**config.mk**
```make
export PLATFORM = sky130hd
export DESIGN_NAME = enable_skid_feeder
export DESIGN_NICKNAME = d
export VERILOG_FILES = /design/src/rtl/feeder_pkg.sv /design/src/rtl/skid_fifo2.sv /design/src/rtl/enable_skid_feeder.sv
export SDC_FILE = /design/constraint.sdc
export NUM_CORES = 1
export LEC_CHECK = 0
export ABC_AREA = 1
export ABC_CLOCK_PERIOD_IN_PS = 3800
export BUFFER_PORTS_ARGS = -buffer_cell sky130_fd_sc_hd__clkbuf_2
export CORE_AREA = 2 2 106 108
export DETAILED_ROUTE_END_ITERATION = 12
export DIE_AREA = 0 0 108 110
export GPL_ROUTABILITY_DRIVEN = 0
export PLACE_DENSITY_LB_ADDON = 0.25
export SLEW_MARGIN = 20
export SYNTH_ARGS = -nofsm -noshare
export SYNTH_HDL_FRONTEND = slang
export SYNTH_HIERARCHICAL = 1
export SYNTH_SLANG_ARGS = --single-unit
```
**constraint.sdc**
```tcl
create_clock -name clock -period 3.8 [get_ports clock]
set_input_delay 0.38 -clock clock [delete_from_list [all_inputs] [get_ports clock]]
set_output_delay 0.38 -clock clock [all_outputs]
set_load 0.01 [all_outputs]
```
**src/rtl/feeder_pkg.sv**
```systemverilog
// rtl/feeder_pkg.sv - shared types and constants for the enable/data feeder
package feeder_pkg;

  localparam int DATA_WIDTH          = 32;
  localparam int RESET_VALUE_DEFAULT = 42;

  typedef logic signed [DATA_WIDTH-1:0] data_t;

  typedef enum logic [1:0] {
    EMPTY = 2'd0,
    ONE   = 2'd1,
    TWO   = 2'd2
  } occ_e;

endpackage

```
**src/rtl/skid_fifo2.sv**
```systemverilog
// rtl/skid_fifo2.sv - two-entry skid storage with occupancy state machine
module skid_fifo2
  import feeder_pkg::*;
#(
  parameter int WIDTH = 32
) (
  input  logic             clock,
  input  logic             reset,
  input  logic             push,
  input  logic [WIDTH-1:0] push_data,
  input  logic             pop,
  output logic [WIDTH-1:0] head_data,
  output occ_e             occupancy
);

  logic [WIDTH-1:0] mem [2];
  logic             wr_ptr;
  logic             rd_ptr;
  occ_e             occ_q;
  occ_e             occ_d;

  assign head_data = mem[rd_ptr];
  assign occupancy = occ_q;

  // Pointers reset; the storage words do not, their contents are simply ignored while empty.
  always_ff @(posedge clock or posedge reset) begin
    if (reset) begin
      wr_ptr <= 1'b0;
      rd_ptr <= 1'b0;
    end else begin
      if (push) begin
        mem[wr_ptr] <= push_data;
        wr_ptr      <= ~wr_ptr;
      end
      if (pop) begin
        rd_ptr <= ~rd_ptr;
      end
    end
  end

  // Occupancy state register.
  always_ff @(posedge clock or posedge reset) begin
    if (reset) begin
      occ_q <= EMPTY;
    end else begin
      occ_q <= occ_d;
    end
  end

  // Occupancy next state: push alone grows, pop alone shrinks, both together hold.
  always_comb begin
    occ_d = occ_q;
    unique case (occ_q)
      EMPTY: if (push && !pop) occ_d = ONE;
      ONE: begin
        if (push && !pop)      occ_d = TWO;
        else if (pop && !push) occ_d = EMPTY;
      end
      TWO:   if (pop && !push) occ_d = ONE;
      default: occ_d = EMPTY;
    endcase
  end

endmodule

```
**src/rtl/enable_skid_feeder.sv**
```systemverilog
// rtl/enable_skid_feeder.sv - valid/ready stream to registered enable/data pair
module enable_skid_feeder
  import feeder_pkg::*;
#(
  parameter int WIDTH       = 32,
  parameter int RESET_VALUE = RESET_VALUE_DEFAULT,
  parameter int CNT_WIDTH   = 16
) (
  input  logic                 clock,
  input  logic                 reset,
  input  logic                 in_valid,
  output logic                 in_ready,
  input  logic [WIDTH-1:0]     in_data,
  input  logic                 stall,
  output logic                 out_enable,
  output logic [WIDTH-1:0]     out_data,
  output logic [CNT_WIDTH-1:0] xfer_count
);

  occ_e             occupancy;
  logic [WIDTH-1:0] head_data;
  logic             push;
  logic             pop;
  logic             bypass;
  logic             fifo_push;

  // Ready depends only on the occupancy flop and reset, never on stall or in_valid.
  assign in_ready  = !reset && (occupancy != TWO);
  assign push      = in_valid && in_ready;
  assign pop       = !stall && (occupancy != EMPTY);
  assign bypass    = push && !stall && (occupancy == EMPTY);
  assign fifo_push = push && !bypass;

  skid_fifo2 #(
    .WIDTH(WIDTH)
  ) u_fifo (
    .clock     (clock),
    .reset     (reset),
    .push      (fifo_push),
    .push_data (in_data),
    .pop       (pop),
    .head_data (head_data),
    .occupancy (occupancy)
  );

  // Output register: emit the buffered head first, else forward the incoming word, else hold data.
  always_ff @(posedge clock or posedge reset) begin
    if (reset) begin
      out_enable <= 1'b0;
      out_data   <= WIDTH'(RESET_VALUE);
      xfer_count <= '0;
    end else if (pop) begin
      out_enable <= 1'b1;
      out_data   <= head_data;
      xfer_count <= xfer_count + CNT_WIDTH'(1);
    end else if (bypass) begin
      out_enable <= 1'b1;
      out_data   <= in_data;
      xfer_count <= xfer_count + CNT_WIDTH'(1);
    end else begin
      out_enable <= 1'b0;
    end
  end

endmodule
```
==> reports/qor.txt, run 1 <==
CTS HTree Levels = 4
Drt drc = 0
Via count = 3669
Post-cts gate resize count = 0
Status = completed
Hold path depth = 1
CP Buf/Inv Count = 3
Most frequent cell after synthesis = nand2_1
Post-route ant nets = 0
Hold Crit Class = in -> reg
First-pass GRT wire length = 17600 um
R2R cell count = 6
CP required = 3.93 ns
Synth Register Bits = 117
Post-Route WL = 10800 um
DR WL/cell = 14.4 um
Post-route cell area = 0.00632 mm2
Sequential-to-total area share from yosys stat = 0.616
Main synth FF type = edfxtp_1
Slew margin rel. = 0.277
Total power = 4570 uW
Max VDD drop = 0.000392 V
Synth top area share = 0.364
PortBufs = 85
Cell-internal power = 3100 uW
Die Span Y = 110 um
Worst path cell trace = dlygate4sd3_1 > clkbuf_2 > inv_2 > nand3_1 > a21oi_1 > nand2_1 > nor2_4
Synthesis Warnings = 6
Hold_sp = in_data[2]
Crit Path Max Fanout = 32
Initial core utilization = 0.493
Standard-cell rows = 38
Worst Hold Path EP = u_fifo/mem[0][2]$_DFFE_PP_
Slowest stage delay, CP = 0.76 ns
Largest net degree at the start of global routing = 50
Max cap viols = 0
Dominant cells by area after synthesis = edfxtp_1, dfrtp_1, nand2_1
Post-synth EDFFs = 64
Cell count after synthesis = 508
Total CTS buffers = 17
Pins Over Slew Limit = 0
Max Buffers Root-to-Sink = 2
RSZ-0062 raised after global routing = no
Synth area leader = edfxtp_1
Pwr Density = 722 mW/mm2
Clock power share = 0.315
Die area = 0.0119 mm2
Final Hold Fails = 0
Arrival time of the worst setup path = 2.56 ns
Reg-to-reg setup timing slack = 1.46 ns
Net switching power = 1460 uW
Layout area overhead = 19.9%
Fmax = 412 MHz
Placeable core area = 0.0107 mm2
HPWL after DPL = 6660 um
Reg-to-reg endpoint = u_fifo/mem[1][11]$_DFFE_PP_
GRT Residual Overflow = 0
Fraction of layout cells with a size suffix above 1 = 0.259
Syn avg cell area = 10.4 um2
Crit path max-delay cell type = nor2_4
Setup_tns = 0 ns
Final Cycle Share = 0.638
CP Launch Type = primary input
Final nets = 636
Kind of critical path = in -> reg
Root buffer cell = clkbuf_8
Clk sinks = 117
Crit. End Element = flip-flop
Tightest Pin Transition = 1.08 ns
Die width = 108 um
Worst reg2reg startpoint = u_fifo/occupancy[0]$_DFFE_PP0P_
Initial antenna violation count = 0
Final Core Density = 0.591
Sequential Power Share = 0.414
Combinational share of power = 0.271
Clk_lat worst skew = 0.52 ns
Final Setup Violations = 0
Yosys cell types = 27
Ys async rst share = 0.453
Diode count = 0
Leak = 0.00307 uW
CTS tree = done
GRT Overall Usage = 0.196
Vias in the first global route = 3687
I/O Pins = 86
Post-synth top cells = nand2_1, edfxtp_1, dfrtp_1, mux2_4, inv_1
Post-placement cell area = 0.00578 mm2
Sw frac = 0.321
CP delay by family, top = simple AND/OR/NAND/NOR gates
Clk pin slew, worst setup/hold paths = 0.05 ns
Iter 0 DRT Violations = 209
Cell area after synthesis = 0.00528 mm2
Vias per cell = 4.89
Final Critical Period = 2.43 ns
Net count after synthesis = 545
TritonRoute pass-1 iters = 4
Skew final = 0.00514 ns
## power by group through the flow
stage	sequential [uW]	clock (uW)	combinational (uW)
3_5_place_dp	1910	0	1250
2_1_floorplan	1880	0	936
4_1_cts	1890	1470	1260
5_1_grt	1930	1520	1400
6_report	1890	1440	1240
3_3_place_gp	1890	0	1230
## state kept, by name, summed over array words and instances, names as in the netlist
name	count
out_data	32
out_enable	1
u_fifo/mem	64
u_fifo/occupancy	2
u_fifo/rd_ptr	1
u_fifo/wr_ptr	1
xfer_count	16
## metal layers
metal	vias to the layer above	wire [um]	track usage
met5	-	0	0
met4	0	195	0.0870
met3	19	399	0.0506
met2	77	5340	0.331
met1	1748	4910	0.238
li1	1825	-	-
## metrics by stage
| stage | hold slack, ns | setup slack, ns | std cells |
|---|---|---|---|
| floorplan | 0.146 | 0.0492 | 508 |
| global placement | 0.365 | 1.48 | 719 |
| detailed placement | 0.381 | 1.42 | 719 |
| CTS | 0.0430 | 1.41 | 751 |
| global route | 0.0529 | 1.23 | 751 |
| finish | 0.0682 | 1.37 | 751 |
## worst register-to-register path: cells and delay by family (launching register included)
family / cells / cell delay [ns]
AOI/OAI and AO/OA: 1 / 0.34
DFF: 1 / 0.48
buffers and inverters: 1 / 0.06
and+or+nand+nor: 4 / 1.07
## layout make-up
type / count / area, um2
repair buffers: 91 / 473
fillers: 931 / 4370
inverters: 24 / 92.6
multi-input cells: 348 / 1790
clock buffers: 26 / 488
clock inverters: 5 / 48.8
well taps: 140 / 175
flip-flops and latches: 117 / 3250
## worst max path at each step
stage,start,end,slack (ns),cells after the start
after floorplan,reset,u_fifo/mem[0][0]$_DFFE_PP_,0.05,5
after CTS,reset,u_fifo/mem[1][11]$_DFFE_PP_,1.41,7
after global placement,reset,u_fifo/mem[1][11]$_DFFE_PP_,1.48,6
after global routing,reset,u_fifo/mem[1][17]$_DFFE_PP_,1.23,7
final,reset,u_fifo/mem[1][11]$_DFFE_PP_,1.37,7
after detailed placement,reset,u_fifo/mem[1][11]$_DFFE_PP_,1.42,6
## placed cells by master, fill, tap and decap left out, types with 3 or more instances in the layout
cell,count
mux2_2,3
o21ai_1,4
nand3_1,17
xor2_1,3
clkbuf_16,16
dfstp_2,3
nand2_1,253
xnor2_1,5
dfrtp_1,49
nand4_1,4
buf_4,5
inv_1,21
nor2_1,16
o21ai_0,3
clkinv_2,3
clkbuf_8,5
mux2_4,29
edfxtp_1,64
clkbuf_1,5
clkbuf_2,85
a21oi_1,3
## cell families after synthesis
family / count (synthesis) / synth area share
compound gates: 13 / 0.0140
xor+xnor: 8 / 0.0133
fa+ha+maj: 1 / 0.00237
buf+inv: 43 / 0.0484
flops: 117 / 0.616
mux: 32 / 0.0889
simple gates: 294 / 0.217
## what timing repair did
item / in CTS / in global routing
hold buffers: 1 / 0
buffers inserted: 0 / 0
endpoints found under the hold margin: 4 / 0
(Power assumes the default switching activity.)
==> run 2, diff against run 1 <==
- ABC_AREA: 1 -> 0
- ABC_CLOCK_PERIOD_IN_PS: 3800 -> 2050
- CORE_AREA: 2 2 106 108 -> 2 2 103 105
- DIE_AREA: 0 0 108 110 -> 0 0 105 107
- clock period: 3.8 -> 2.05 ns (I/O delays scaled with it)
==> run 2 against run 1 <==
Design area grew 2.4%; synthesized cell count fell by 36%; non-clock buffer count grew 39; sequential power is 79% higher; clock power is 89% higher; sequential share of layout area down 1.2 points; clock skew is 0.0022 ns higher; combinational power is 97% higher; total power is 87% higher; hold slack improved by 0.10 ns.
==> reports/qor.txt, run 2 <==
Status = completed
Flip-flop count of the largest register after layout = 64
Tightest Pin Transition = 0.631 ns
GRT Residual Overflow = 0
Worst path cell trace = nand2b_4 > a21oi_2 > nor3b_4 > buf_4
CP required = 2.24 ns
PortBufs = 85
Skew final = 0.00733 ns
Diode count = 0
Post-Route WL = 9310 um
Max cap viols = 0
Most frequent cell after synthesis = edfxtp_1
Reg with most FFs = u_fifo/mem
Finished Layout Cells = 607
Hold Crit Class = in -> reg
Fmax = 551 MHz
Post-synth top cells = edfxtp_1, dfrtp_1, a21oi_1, nor2_1, mux2i_1
First-pass GRT wire length = 15100 um
Placed cell count = 541
Dominant cells by area after synthesis = edfxtp_1, dfrtp_1, mux2_4
Initial core utilization = 0.490
Post-route ant nets = 0
Pwr Density = 1320 mW/mm2
Fill cell count = 795
Via count = 3007
Crit Path Max Fanout = 17
Initial antenna violation count = 0
Vias in the first global route = 2959
Max VDD drop = 0.000565 V
Synth top area share = 0.389
Final nets = 495
Largest net degree at the start of global routing = 36
Top Registers = u_fifo/mem (64), out_data (32), xfer_count (16)
Max Buffers Root-to-Sink = 2
Clk_lat worst skew = 0.51 ns
HPWL after DPL = 5920 um
Pins Over Slew Limit = 0
Die area = 0.0112 mm2
Post-placement cell area = 0.00559 mm2
Arrival time of the worst setup path = 2.01 ns
Slew margin rel. = 0.579
Total CTS buffers = 17
Commonest non-fill, non-tap cell in the layout = clkbuf_2
DR WL/cell = 15.3 um
Final Hold Fails = 0
CP Launch Type = flip-flop
CP Buf/Inv Count = 1
Slowest stage delay, CP = 0.46 ns
Standard-cell rows = 37
GRT Overall Usage = 0.178
Final Critical Period = 1.81 ns
Final Setup Violations = 0
Fraction of layout cells with a size suffix above 1 = 0.369
Crit path max-delay cell type = dfrtp_1
Yosys cell types = 33
Root buffer cell = clkbuf_8
Placeable core area = 0.0101 mm2
Final Cycle Share = 0.885
Most frequent cells in the layout = clkbuf_2, edfxtp_1, dfrtp_1
Synth Register Bits = 117
Sequential-to-total area share from yosys stat = 0.658
Synthesis Warnings = 6
Synth area leader = edfxtp_1
CP delay by family, top = flip-flops
Setup_tns = 0 ns
Die Span Y = 107 um
RSZ-0062 raised after global routing = no
Post-route cell area = 0.00647 mm2
TritonRoute pass-1 iters = 4
Clk sinks = 117
Kind of critical path = reg -> reg
Iter 0 DRT Violations = 107
Clk pin slew, worst setup/hold paths = 0.05 ns
Ys async rst share = 0.453
I/O Pins = 86
Vias per cell = 4.95
Die width = 105 um
Syn avg cell area = 15.3 um2
Net count after synthesis = 360
Leak = 0.00272 uW
Post-synth EDFFs = 64
Crit. End Element = flip-flop
Drt drc = 0
Cell area after synthesis = 0.00494 mm2
CTS tree = done
Setup bufs post-CTS = 0
Main synth FF type = edfxtp_1
Cell count after synthesis = 323
CTS HTree Levels = 4
Layout area overhead = 31.0%
## run 2: cell count changes after synthesis, moves of 11 or more
cell | previous run | this run
nand2_1 | 253 | 3
nor2_1 | 17 | 33
mux2i_1 | 0 | 32
inv_1 | 22 | 3
nand3_1 | 17 | 6
a21oi_1 | 3 | 34
## run 2: per-layer routing
layer  track usage  vias to the layer above  wire [um]
met3        0.0523                       17        362
met2         0.280                       68       4620
met5             0                        -          0
li1              -                     1467          -
met1         0.230                     1455       4160
met4        0.0752                        0        167
## run 2: final cells by class
type	instances	area, um2	share of cell area
well taps	136	170	0.0263
clock buffers	21	439	0.0678
clock inverters	11	110	0.0170
flip-flops and latches	117	3250	0.503
multi-input cells	189	1580	0.244
inverters	3	11.3	0.00174
repair buffers	130	908	0.140
## run 2: what timing repair did
item | 4_1_cts | 5_1_grt
gates resized for setup | 0 | 0
setup endpoints to repair | 0 | 7
endpoints found under the hold margin | 83 | 0
hold buffers | 33 | 0
## run 2: logic make-up (layout without fill, tap and decap cells)
| group | after synthesis | count (layout) | synth area share |
|---|---|---|---|
| AND/OR/NAND/NOR | 66 | 67 | 0.0696 |
| flip-flops | 117 | 117 | 0.658 |
| XOR/XNOR | 18 | 18 | 0.0319 |
| buffers and inverters | 18 | 165 | 0.0309 |
| multiplexers | 65 | 65 | 0.162 |
| AO/OA/AOI/OAI | 38 | 38 | 0.0453 |
| adder cells (fa/ha/maj) | 1 | 1 | 0.00253 |
## run 2: worst reg2reg max path: stages, from the launching register on
cell	delay, ns
dfrtp_1	0.46
nand2b_4	0.18
a21oi_2	0.31
nor3b_4	0.25
buf_4	0.29
## run 2: path summary, 6_finish.rpt
path                                                  from                         endpoint  slack [ns]  cells after the start
min in group asynchronous                            reset  u_fifo/occupancy[0]$_DFFE_PP0P_        0.23                      3
min                                                  stall        xfer_count[0]$_DFFE_PP0P_        0.17                      3
max                        u_fifo/occupancy[1]$_DFFE_PP0P_      u_fifo/mem[0][26]$_DFFE_PP_        0.24                      4
max in group asynchronous                            reset         out_data[27]$_DFFE_PP0P_        1.21                      4
min reg2reg                     xfer_count[15]$_DFFE_PP0P_       xfer_count[15]$_DFFE_PP0P_        0.47                      1
max reg2reg                u_fifo/occupancy[1]$_DFFE_PP0P_      u_fifo/mem[0][26]$_DFFE_PP_        0.24                      4
## run 2: metrics by stage
| step | hold slack (ns) | total power [uW] | utilization | setup WS [ns] |
|---|---|---|---|---|
| 2_1_floorplan | -0.0235 | 5120 | - | -0.0768 |
| 3_3_place_gp | 0.190 | 5750 | 0.554 | 0.154 |
| 3_5_place_dp | 0.198 | 5820 | 0.554 | 0.0622 |
| 4_1_cts | 0.121 | 8620 | 0.641 | 0.0479 |
| 5_1_grt | 0.190 | 9020 | 0.641 | 0.0963 |
| 6_report | 0.173 | 8530 | 0.641 | 0.236 |
## run 2: where the power goes
group,total (uW),switching [uW],internal [uW]
sequential,3380,386,2990
combinational,2440,1210,1230
clock,2720,976,1740
==> run 3, diff against run 2 <==
- CORE_AREA: 2 2 103 105 -> 2 2 101 103
- DIE_AREA: 0 0 105 107 -> 0 0 103 105
- SYNTH_HIERARCHICAL: 1 -> not set
==> run 3 against run 2 <==
Hold slack got worse by 0.12 ns; highest routed layer unchanged; sequential power increased by 1%; sequential cell count stayed put; die area decreased by 3.7%; synthesized cell count increased by 13%; clock skew is 0.00064 ns lower; clock-buffer cell count increased by 3; via count is 3.0% higher.
==> reports/qor.txt, run 3 <==
Total power = 8510 uW
Synth Area in XOR/XNOR = 0.0314
Synth top area share = 0.405
Top Registers = u_fifo.mem (64), out_data (32), xfer_count (16)
Largest family of logic cells by synthesized area = simple AND/OR/NAND/NOR gates
Synth Area in Simple Gates = 0.0987
Post-Route WL = 9120 um
First-pass GRT wire length = 14900 um
Cell area after synthesis = 0.00474 mm2
Dominant cells by area after synthesis = edfxtp_1, dfrtp_1, mux2i_1
Diode count = 0
Post-synth EDFFs = 64
Status = completed
Most frequent cell after synthesis = edfxtp_1
Reg-to-reg setup timing slack = 0.38 ns
GRT Overall Usage = 0.184
Skew final = 0.00669 ns
Net count after synthesis = 402
Post-placement cell area = 0.00538 mm2
Fmax = 592 MHz
Vias in the first global route = 3053
Clk pin slew, worst setup/hold paths = 0.05 ns
Sequential Power Share = 0.403
Final worst setup slack = 0.362 ns
TritonRoute pass-1 iters = 5
Final nets = 528
Final Cycle Share = 0.824
Iter 0 DRT Violations = 142
Initial antenna violation count = 0
Standard-cell rows = 36
GRT Residual Overflow = 0
Max Buffers Root-to-Sink = 2
Sequential-to-total area share from yosys stat = 0.686
CTS tree = done
Max VDD drop = 0.000925 V
Slew margin rel. = 0.642
Main synth FF type = edfxtp_1
Reg with most FFs = u_fifo.mem
Pwr Density = 1340 mW/mm2
Layout area overhead = 33.4%
Worst Hold Path EP = u_fifo.occupancy[1]$_DFFE_PP0P_
Place WS = 0.411 ns
Die Span Y = 105 um
Final Critical Period = 1.69 ns
Initial core utilization = 0.492
Fraction of layout cells with a size suffix above 1 = 0.282
Crit. End Element = primary output
Tightest Pin Transition = 0.537 ns
Finished Layout Cells = 636
Placeable core area = 0.00964 mm2
Largest net degree at the start of global routing = 66
Clk_lat worst skew = 0.51 ns
PortBufs = 85
Cell count after synthesis = 364
Synth Register Bits = 117
Post-route cell area = 0.00633 mm2
Commonest non-fill, non-tap cell in the layout = clkbuf_2
Hold Crit Class = in -> reg
R2R cell count = 5
Most frequent cells in the layout = clkbuf_2, edfxtp_1, dfrtp_1
Combinational share of power = 0.241
Yosys cell types = 36
Leak = 0.00271 uW
Root buffer cell = clkbuf_8
Post-route ant nets = 0
Hold_sp = in_valid
Ys async rst share = 0.453
Vias per cell = 4.87
CP required = 1.85 ns
Cell-internal power = 6000 uW
Arrival time of the worst setup path = 1.48 ns
Final Setup Violations = 0
Reg-to-reg endpoint = xfer_count[12]$_DFFE_PP0P_
I/O Pins = 86
CTS HTree Levels = 4
HPWL after DPL = 5770 um
Synth area leader = edfxtp_1
Placed cell count = 571
Drt drc = 0
Die width = 103 um
Hold path depth = 3
Max cap viols = 0
Via count = 3097
Synthesis Warnings = 0
Syn avg cell area = 13.0 um2
Clock power share = 0.356
Sw frac = 0.295
Total CTS buffers = 17
Compound-Gate Fraction of Synth Area = 0.0855
CP Launch Type = flip-flop
DR WL/cell = 14.3 um
Flip-flop count of the largest register after layout = 64
Final Hold Fails = 0
Area share of fa/ha/maj cells after synthesis = 0.00528
Pins Over Slew Limit = 0
Die area = 0.0108 mm2
Crit Path Max Fanout = 6
Kind of critical path = reg -> out
Post-synthesis mux area share = 0.0676
RSZ-0062 raised after global routing = no
Post-synth top cells = edfxtp_1, dfrtp_1, nand2_1, nor2_1, a21oi_1
Post-cts gate resize count = 0
Net switching power = 2510 uW
Clk sinks = 117
Worst reg2reg startpoint = xfer_count[0]$_DFFE_PP0P_
-- run 3: cell types whose count changed in the layout (fill, tap and decap cells not counted), moves of 3 or more --
cell,previous run,this run
and3_1,5,1
mux2_2,4,0
o21ai_0,0,19
nand2_1,3,41
o21ai_1,0,15
xor2_1,8,3
buf_4,7,3
mux2_4,29,0
clkinv_2,7,4
nor2_1,33,36
xnor2_1,10,14
-- run 3: worst max path at each step --
| stage | from | to | slack (ns) | depth (start not counted) |
|---|---|---|---|---|
| after global routing | xfer_count[0]$_DFFE_PP0P_ | xfer_count[12]$_DFFE_PP0P_ | 0.25 | 5 |
| after CTS | u_fifo.occupancy[1]$_DFFE_PP0P_ | in_ready | 0.35 | 3 |
| after detailed placement | xfer_count[0]$_DFFE_PP0P_ | xfer_count[12]$_DFFE_PP0P_ | 0.41 | 5 |
| final | u_fifo.occupancy[1]$_DFFE_PP0P_ | in_ready | 0.36 | 3 |
| after global placement | xfer_count[0]$_DFFE_PP0P_ | xfer_count[12]$_DFFE_PP0P_ | 0.46 | 5 |
| after floorplan | u_fifo.occupancy[1]$_DFFE_PP0P_ | u_fifo.mem[0][0]$_DFFE_PP_ | -0.42 | 3 |
-- run 3: through the flow --
stage / utilization / setup TNS (ns) / hold WS (ns)
2_1_floorplan: - / -26.60 / 0.304
3_3_place_gp: 0.558 / 0 / 0.301
3_5_place_dp: 0.558 / 0 / 0.300
4_1_cts: 0.656 / 0 / 0.0382
5_1_grt: 0.656 / 0 / 0.0592
6_report: 0.656 / 0 / 0.0573
-- run 3: layout make-up --
type	count	area, um2
Fill cell	736	3310
Sequential cell	117	3250
Multi-Input combinational cell	224	1390
Timing Repair Buffer	126	878
Clock buffer	24	503
Tap cell	133	166
Clock inverter	8	116
Inverter	4	15.0
-- run 3: power groups by stage --
| stage | logic (uW) | clock network, uW | registers (uW) |
|---|---|---|---|
| 6_report | 2050 | 3030 | 3430 |
| 5_1_grt | 2300 | 3200 | 3490 |
| 4_1_cts | 2080 | 3090 | 3430 |
| 3_5_place_dp | 2010 | 0 | 3470 |
| 3_3_place_gp | 1980 | 0 | 3440 |
| 2_1_floorplan | 1220 | 0 | 3520 |
-- run 3: logic make-up (layout without fill, tap and decap cells) --
group | after synthesis | after routing
AO/OA/AOI/OAI | 72 | 72
AND/OR/NAND/NOR | 101 | 101
multiplexers | 32 | 32
adder cells (fa/ha/maj) | 2 | 2
flip-flops | 117 | 117
buffers and inverters | 23 | 162
XOR/XNOR | 17 | 17
-- run 3: per-layer routing --
layer	up-vias	track usage	routed length [um]
met5	-	0	0
met4	0	0.0742	110
met3	8	0.0722	404
met2	82	0.268	4360
met1	1455	0.247	4250
li1	1552	-	-
-- run 3: repair_timing --
action	in CTS	in global routing
buffers inserted	0	0
hold buffers	33	0
endpoints found under the hold margin	104	0
-- run 3: worst max-delay path, cell delays in order (launching register included) --
cell and delay, ns:
dfrtp_1 0.51, nor2b_1 0.28, nor2_1 0.06, clkbuf_2 0.13
